[src/rtl/etapa_id_pkg.sv]
// Shared constants, defaults and instruction field decode for the ID stage.
package etapa_id_pkg;

    localparam int unsigned OPCODE_W     = 4;
    localparam int unsigned ADDR_W       = 3;
    localparam int unsigned INSTR_W      = 14;

    // Field bit positions inside the 14-bit instruction word
    localparam int unsigned OPCODE_LSB   = 10;
    localparam int unsigned DEST_LSB     = 6;
    localparam int unsigned DEST_ALT_LSB = 8;
    localparam int unsigned DEST_ALT_W   = 2;
    localparam int unsigned VEC1_LSB     = 3;
    localparam int unsigned VEC2_LSB     = 0;
    localparam int unsigned SCA1_LSB     = 0;
    localparam int unsigned IMM_LSB      = 0;
    localparam int unsigned IMM_W        = 8;
    localparam int unsigned SHIFT_LSB    = 3;
    localparam int unsigned SHIFT_W      = 8;

    // Default parameter values
    localparam int unsigned LANES_DEF    = 4;
    localparam int unsigned ELEM_W_DEF   = 8;
    localparam int unsigned NVREG_DEF    = 8;
    localparam int unsigned NSREG_DEF    = 8;

    typedef struct packed {
        logic [OPCODE_W-1:0] opcode;
        logic [ADDR_W-1:0]   dest;
        logic [ADDR_W-1:0]   vec1;
        logic [ADDR_W-1:0]   vec2;
        logic [ADDR_W-1:0]   sca1;
        logic [IMM_W-1:0]    imm;
        logic [SHIFT_W-1:0]  shift;
    } campos_t;

    // Splits an instruction word into its operand/destination fields
    function automatic campos_t decodificar(input logic [INSTR_W-1:0] instr,
                                            input logic               sel_dest);
        campos_t c;
        c.opcode = instr[OPCODE_LSB +: OPCODE_W];
        c.dest   = sel_dest ? {1'b0, instr[DEST_ALT_LSB +: DEST_ALT_W]}
                            : instr[DEST_LSB +: ADDR_W];
        c.vec1   = instr[VEC1_LSB +: ADDR_W];
        c.vec2   = instr[VEC2_LSB +: ADDR_W];
        c.sca1   = instr[SCA1_LSB +: ADDR_W];
        c.imm    = instr[IMM_LSB +: IMM_W];
        c.shift  = SHIFT_W'(instr[SHIFT_LSB +: ADDR_W]);
        return c;
    endfunction

endpackage

[src/rtl/etapa_id_pipe_banco_registros.sv]
// Register bank: one write port, two bypassed read ports, flat dump of the low entries.
module banco_registros
    import etapa_id_pkg::*;
#(
    parameter int unsigned DATA_W = 8,
    parameter int unsigned DEPTH  = 8,
    parameter int unsigned NDUMP  = DEPTH
) (
    input  logic                    clk,
    input  logic                    rst,
    input  logic                    we,
    input  logic [ADDR_W-1:0]       wa,
    input  logic [DATA_W-1:0]       wd,
    input  logic [ADDR_W-1:0]       ra1,
    input  logic [ADDR_W-1:0]       ra2,
    output logic [DATA_W-1:0]       rd1_c,
    output logic [DATA_W-1:0]       rd2_c,
    output logic [NDUMP*DATA_W-1:0] dump_c
);

    logic [DATA_W-1:0] mem [DEPTH];

    // Storage: synchronous clear, single write port
    always_ff @(posedge clk) begin
        for (int i = 0; i < DEPTH; i++) begin
            if (rst) begin
                mem[i] <= '0;
            end else if (we && (wa == ADDR_W'(i))) begin
                mem[i] <= wd;
            end
        end
    end

    // Reads see the write of the same cycle (write-through)
    always_comb begin
        rd1_c = '0;
        rd2_c = '0;
        for (int i = 0; i < DEPTH; i++) begin
            if (ra1 == ADDR_W'(i)) rd1_c = mem[i];
            if (ra2 == ADDR_W'(i)) rd2_c = mem[i];
        end
        if (we && (wa == ra1)) rd1_c = wd;
        if (we && (wa == ra2)) rd2_c = wd;
    end

    // Low entries exported side by side, entry 0 in the LSBs
    always_comb begin
        dump_c = '0;
        for (int i = 0; i < NDUMP; i++) begin
            dump_c[i*DATA_W +: DATA_W] = mem[i];
        end
    end

endmodule

[src/rtl/etapa_id_pipe.sv]
// Instruction-decode stage: field decode, busy-bit scoreboard, operand fetch, output register.
module etapa_id_pipe
    import etapa_id_pkg::*;
#(
    parameter int unsigned LANES  = LANES_DEF,
    parameter int unsigned ELEM_W = ELEM_W_DEF,
    parameter int unsigned NVREG  = NVREG_DEF,
    parameter int unsigned NSREG  = NSREG_DEF
) (
    input  logic                      clk,
    input  logic                      rst,
    input  logic                      in_valid,
    output logic                      in_ready,
    input  logic [INSTR_W-1:0]        instruccion,
    input  logic                      sel_dest,
    input  logic                      reg_rdv,
    input  logic                      reg_rds,
    input  logic                      dst_wrv,
    input  logic                      dst_wrs,
    input  logic                      wb_wrv,
    input  logic                      wb_wrs,
    input  logic [ADDR_W-1:0]         wb_dir,
    input  logic [LANES*ELEM_W-1:0]   wb_datav,
    input  logic [ELEM_W-1:0]         wb_datas,
    output logic                      out_valid,
    input  logic                      out_ready,
    output logic [OPCODE_W-1:0]       opcode,
    output logic [ADDR_W-1:0]         dir_dest_out,
    output logic [IMM_W-1:0]          inmediato,
    output logic [SHIFT_W-1:0]        shift,
    output logic [LANES*ELEM_W-1:0]   data_vec1,
    output logic [LANES*ELEM_W-1:0]   data_vec2,
    output logic [ELEM_W-1:0]         data_sca1,
    output logic                      out_wrv,
    output logic                      out_wrs,
    output logic [LANES*ELEM_W-1:0]   VFS
);

    localparam int unsigned VEC_W = LANES * ELEM_W;

    campos_t            f_c;
    logic [VEC_W-1:0]   v_rd1_c;
    logic [VEC_W-1:0]   v_rd2_c;
    logic [ELEM_W-1:0]  s_rd1_c;
    logic [ELEM_W-1:0]  unused_s_rd2;
    logic [VEC_W-1:0]   unused_v_dump;
    logic [NVREG-1:0]   busy_v, clr_v_c, set_v_c;
    logic [NSREG-1:0]   busy_s, clr_s_c, set_s_c;
    logic               hazard_c;
    logic               accept_c;

    assign f_c = decodificar(instruccion, sel_dest);

    banco_registros #(.DATA_W(VEC_W), .DEPTH(NVREG), .NDUMP(1)) u_banco_v (
        .clk    (clk),
        .rst    (rst),
        .we     (wb_wrv),
        .wa     (wb_dir),
        .wd     (wb_datav),
        .ra1    (f_c.vec1),
        .ra2    (f_c.vec2),
        .rd1_c  (v_rd1_c),
        .rd2_c  (v_rd2_c),
        .dump_c (unused_v_dump)
    );

    banco_registros #(.DATA_W(ELEM_W), .DEPTH(NSREG), .NDUMP(LANES)) u_banco_s (
        .clk    (clk),
        .rst    (rst),
        .we     (wb_wrs),
        .wa     (wb_dir),
        .wd     (wb_datas),
        .ra1    (f_c.sca1),
        .ra2    ('0),
        .rd1_c  (s_rd1_c),
        .rd2_c  (unused_s_rd2),
        .dump_c (VFS)
    );

    // Hazard check against busy bits, ignoring those freed by this cycle's write-back
    always_comb begin
        clr_v_c  = '0;
        clr_s_c  = '0;
        hazard_c = 1'b0;
        for (int i = 0; i < NVREG; i++) begin
            clr_v_c[i] = wb_wrv && (wb_dir == ADDR_W'(i));
            if (busy_v[i] && !clr_v_c[i]) begin
                if (reg_rdv && ((f_c.vec1 == ADDR_W'(i)) || (f_c.vec2 == ADDR_W'(i)))) hazard_c = 1'b1;
                if (dst_wrv && (f_c.dest == ADDR_W'(i))) hazard_c = 1'b1;
            end
        end
        for (int i = 0; i < NSREG; i++) begin
            clr_s_c[i] = wb_wrs && (wb_dir == ADDR_W'(i));
            if (busy_s[i] && !clr_s_c[i]) begin
                if (reg_rds && (f_c.sca1 == ADDR_W'(i))) hazard_c = 1'b1;
                if (dst_wrs && (f_c.dest == ADDR_W'(i))) hazard_c = 1'b1;
            end
        end
    end

    assign in_ready = (!out_valid || out_ready) && !hazard_c;
    assign accept_c = in_valid && in_ready;

    // Destinations reserved by the instruction being accepted
    always_comb begin
        set_v_c = '0;
        set_s_c = '0;
        for (int i = 0; i < NVREG; i++) begin
            set_v_c[i] = accept_c && dst_wrv && (f_c.dest == ADDR_W'(i));
        end
        for (int i = 0; i < NSREG; i++) begin
            set_s_c[i] = accept_c && dst_wrs && (f_c.dest == ADDR_W'(i));
        end
    end

    // Busy scoreboard; a set beats a clear of the same bit
    always_ff @(posedge clk) begin
        if (rst) begin
            busy_v <= '0;
            busy_s <= '0;
        end else begin
            busy_v <= (busy_v & ~clr_v_c) | set_v_c;
            busy_s <= (busy_s & ~clr_s_c) | set_s_c;
        end
    end

    // Output bundle: load on accept, hold while stalled, drop valid once consumed
    always_ff @(posedge clk) begin
        if (rst) begin
            out_valid    <= 1'b0;
            opcode       <= '0;
            dir_dest_out <= '0;
            inmediato    <= '0;
            shift        <= '0;
            data_vec1    <= '0;
            data_vec2    <= '0;
            data_sca1    <= '0;
            out_wrv      <= 1'b0;
            out_wrs      <= 1'b0;
        end else if (accept_c) begin
            out_valid    <= 1'b1;
            opcode       <= f_c.opcode;
            dir_dest_out <= f_c.dest;
            inmediato    <= f_c.imm;
            shift        <= f_c.shift;
            data_vec1    <= reg_rdv ? v_rd1_c : '0;
            data_vec2    <= reg_rdv ? v_rd2_c : '0;
            data_sca1    <= reg_rds ? s_rd1_c : '0;
            out_wrv      <= dst_wrv;
            out_wrs      <= dst_wrs;
        end else if (out_ready) begin
            out_valid    <= 1'b0;
        end
    end

endmodule

[config.mk]
export PLATFORM = sky130hd
export DESIGN_NAME = etapa_id_pipe
export DESIGN_NICKNAME = d
export VERILOG_FILES = /design/src/rtl/etapa_id_pkg.sv /design/src/rtl/etapa_id_pipe_banco_registros.sv /design/src/rtl/etapa_id_pipe.sv
export SDC_FILE = /design/constraint.sdc
export NUM_CORES = 1
export LEC_CHECK = 0
export CORE_ASPECT_RATIO = 1.75
export CORE_MARGIN = 5
export CORE_UTILIZATION = 40
export CTS_BUF_LIST = sky130_fd_sc_hd__clkbuf_16
export DETAILED_ROUTE_END_ITERATION = 7
export HOLD_SLACK_MARGIN = 0.1
export REMOVE_ABC_BUFFERS = 1
export SLEW_MARGIN = 15
export SYNTH_ARGS = -nofsm -noshare
export SYNTH_HDL_FRONTEND = slang
export SYNTH_SLANG_ARGS = --single-unit
[constraint.sdc]
create_clock -name clk -period 6.6 [get_ports clk]
set_clock_uncertainty 0.15 [all_clocks]
set_input_delay 1.65 -clock clk [delete_from_list [all_inputs] [get_ports clk]]
set_output_delay 1.65 -clock clk [all_outputs]
set_load 0.01 [all_outputs]
==> out/qor.txt <==
status: finished clean
FILL cells: 5058
delay of the slowest critical-path stage: 0.61 ns
ys async rst share: 0
hold buffers post-CTS: 0
cell mode on critical path: clkdlybuf4s50_1
CTS clk-pin slew, worst paths: 0.06 ns
synth top area cells: edfxtp_1 (43%), dfxtp_1 (9.5%), and2_1 (8.2%)
unrepaired setup endpoints after global routing: false
clock root cell: clkbuf_16
Reg2Reg Capture Point: busy_v[0]
vias in the first global route: 17700
area fraction of the dominant cell type after synthesis: 0.4285
chip height: 323.2 um
post-cts resize count: 0
CTS HTree Levels: 2
global-route wire length before repair: 110400 um
CTS sink cnt: 426
fin crit share: 0.9296
multi-input combinational cell area: 9988 um^2
Final Hold Viols: 0
Seq/Total Area, Yosys: 0.5232
RD Place Congestion: 0.8899
r2r worst-path depth: 8
I/O Buffers: 193
GR Util met1: 0.2721
clk_lat worst skew: 0.58 ns
total power: 6.367 mW
final worst path period need: 6.135 ns
Core Footprint: 55340 um^2
Worst Path Arrival: 4.34 ns
Starting Density: 0.4052
postcts setup bufs: 0
leakage: 9.535 nW
die area: 61080 um^2
reg-to-reg slack, setup: 3.59 ns
Nets: 2181
top_reg_cell synth: edfxtp_1
share of cells above drive strength 1: 0.1281
hold depth: 2
FF/Latch Area: 11730 um^2
Synth Cell Area: 22420 um^2
CP Buf/Inv Count: 2
Critical Path End Type: primary output
Max-Cap Viols: 0
vias per cell: 6.028
Die X: 189.0 um
maximum VDD drop: 0.1646 mV
Top delay family on crit path: buffers and inverters
via count: 17140
Critical Path Fanout Max: 3
worst-margin pin slew: 1.232 ns
GRT Overall Usage: 0.2379
top-count cell post-synth: edfxtp_1
fin util: 0.4757
routed wire length: 74890 um
list of most frequent post-synthesis cells: edfxtp_1 (320), and2_1 (294), nand2_1 (236)
hold path endpoint: inmediato[0]
power per cell area: 241.8 nW/um^2
syn avg cell area: 11.28 um^2
GRT overflow: 0
Hold Crit Start: inmediato[0]
FF+latch count, synth: 426
Synth area leader: edfxtp_1
drt initial violations: 1563
# DRC: 0
fmax: 163.0 MHz
Max-slew headroom: 0.1770
Detail Route Antenna Nets: 0
I/O Pins: 199
CP startpoint kind: input port
clk buf depth: 3
post-synthesis cell count: 1987
Netlist cell types: 67
cts bufs inserted: 42
# setup viols final: 0
CTS tree: yes
yosys warns: 0
WP data required: 4.80 ns
launch point of the worst reg-to-reg path: busy_s[1]
met3 Use GR: 0.04092
critical-path cell list: clkdlybuf4s50_1 > or4b_1 > a32o_1 > o2111a_1 > a2111oi_4 > nand2_1 > nor2_1 > clkdlybuf4s50_1
largest net degree at the start of global routing: 63
WL/cell: 26.34 um
GR peak layer: met2
Worst Path Class, Setup: in2out
P&R area growth vs syn: 17.41%
number of enable flip-flop cells after synthesis: 320
antenna violations before repair: 6
post-DP HPWL: 45410 um
HP Class: reg2reg
drt pass-1 iters: 5
Rows: 114
final slew viol count: 0
critical path's slowest cell: or4b_1
met2 usage: 0.4274
-- tightest hold or removal path, cell delays in order (launching register included) --
cell,delay [ns]
dfxtp_1,0.31
nand2_1,0.05
mux2i_1,0.05
-- per-stage QoR --
step           setup TNS [ns]  hold WS [ns]  setup WS [ns]  cells  area, um^2
3_3_place_gp                0        0.2917         0.4608   2765       25070
4_1_cts                     0        0.3095         0.4715   2842       26320
2_1_floorplan          -67.64        0.2963         -1.326   1810       21660
5_1_grt                     0        0.3276         0.3368   2843       26330
3_5_place_dp                0        0.3005         0.4902   2765       25070
6_report                    0        0.3073         0.4645   2843       26330
-- flip-flops by register name (all words and copies together) (netlist names) --
register	count
data_vec1	32
out_valid	1
busy_s	8
opcode	4
out_wrs	1
u_banco_v.mem	256
out_wrv	1
inmediato	8
u_banco_s.mem	64
dir_dest_out	3
data_sca1	8
data_vec2	32
busy_v	8
-- layout by cell type (no fill, tap or decap), drive strengths merged, types with 30 or more instances in the layout --
cell / instances
o211ai: 57
o21ai: 43
a21oi: 45
clkbuf: 43
nand2: 236
mux4: 56
edfxtp: 320
mux2i: 157
nand3: 30
dfxtp: 106
and2: 294
nor2: 76
mux2: 48
a22oi: 35
clkdlybuf4s50: 186
buf: 73
-- cells by family (layout without fill, tap and decap cells) --
kind of cell | Yosys count | in the layout | share of synthesized area
AO/OA/AOI/OAI | 333 | 333 | 0.1086
XOR/XNOR | 6 | 6 | 0.002344
buffers and inverters | 196 | 351 | 0.03711
flip-flops | 426 | 426 | 0.5232
multiplexers | 261 | 261 | 0.1504
other | 1 | 6 | 0.0001672
AND/OR/NAND/NOR | 764 | 764 | 0.1782
-- routing by layer --
layer  part of all wire  routed length (um)
met4              0.050                3775
met3              0.071                5289
met1               0.37               27480
met5            0.00084                  63
met2               0.51               38280
-- final cells by class --
cell class	count	share of cell area
multi-input cells	1369	0.3794
diodes	1	0.00009505
flip-flops and latches	426	0.4456
repair buffers	259	0.09196
well taps	696	0.03308
clock inverters	34	0.006749
inverters	15	0.002234
clock buffers	43	0.04087
-- power by group --
part	internal [mW]	switching [mW]	leakage, nW
registers	3.05	0.0944	3.96
logic	0.399	0.546	4.92
clock network	1.22	1.05	0.653
-- how the worst max path moves through the flow --
stage	start	endpoint	slack [ns]	cells after the start
6_report	wb_dir[0]	in_ready	0.46	8
3_3_place_gp	wb_dir[0]	in_ready	0.46	8
4_1_cts	wb_dir[0]	in_ready	0.47	8
5_1_grt	wb_dir[1]	in_ready	0.34	8
2_1_floorplan	wb_dir[0]	data_vec2[15]	-1.33	6
3_5_place_dp	wb_dir[0]	in_ready	0.49	8
(Power assumes the default switching activity.)
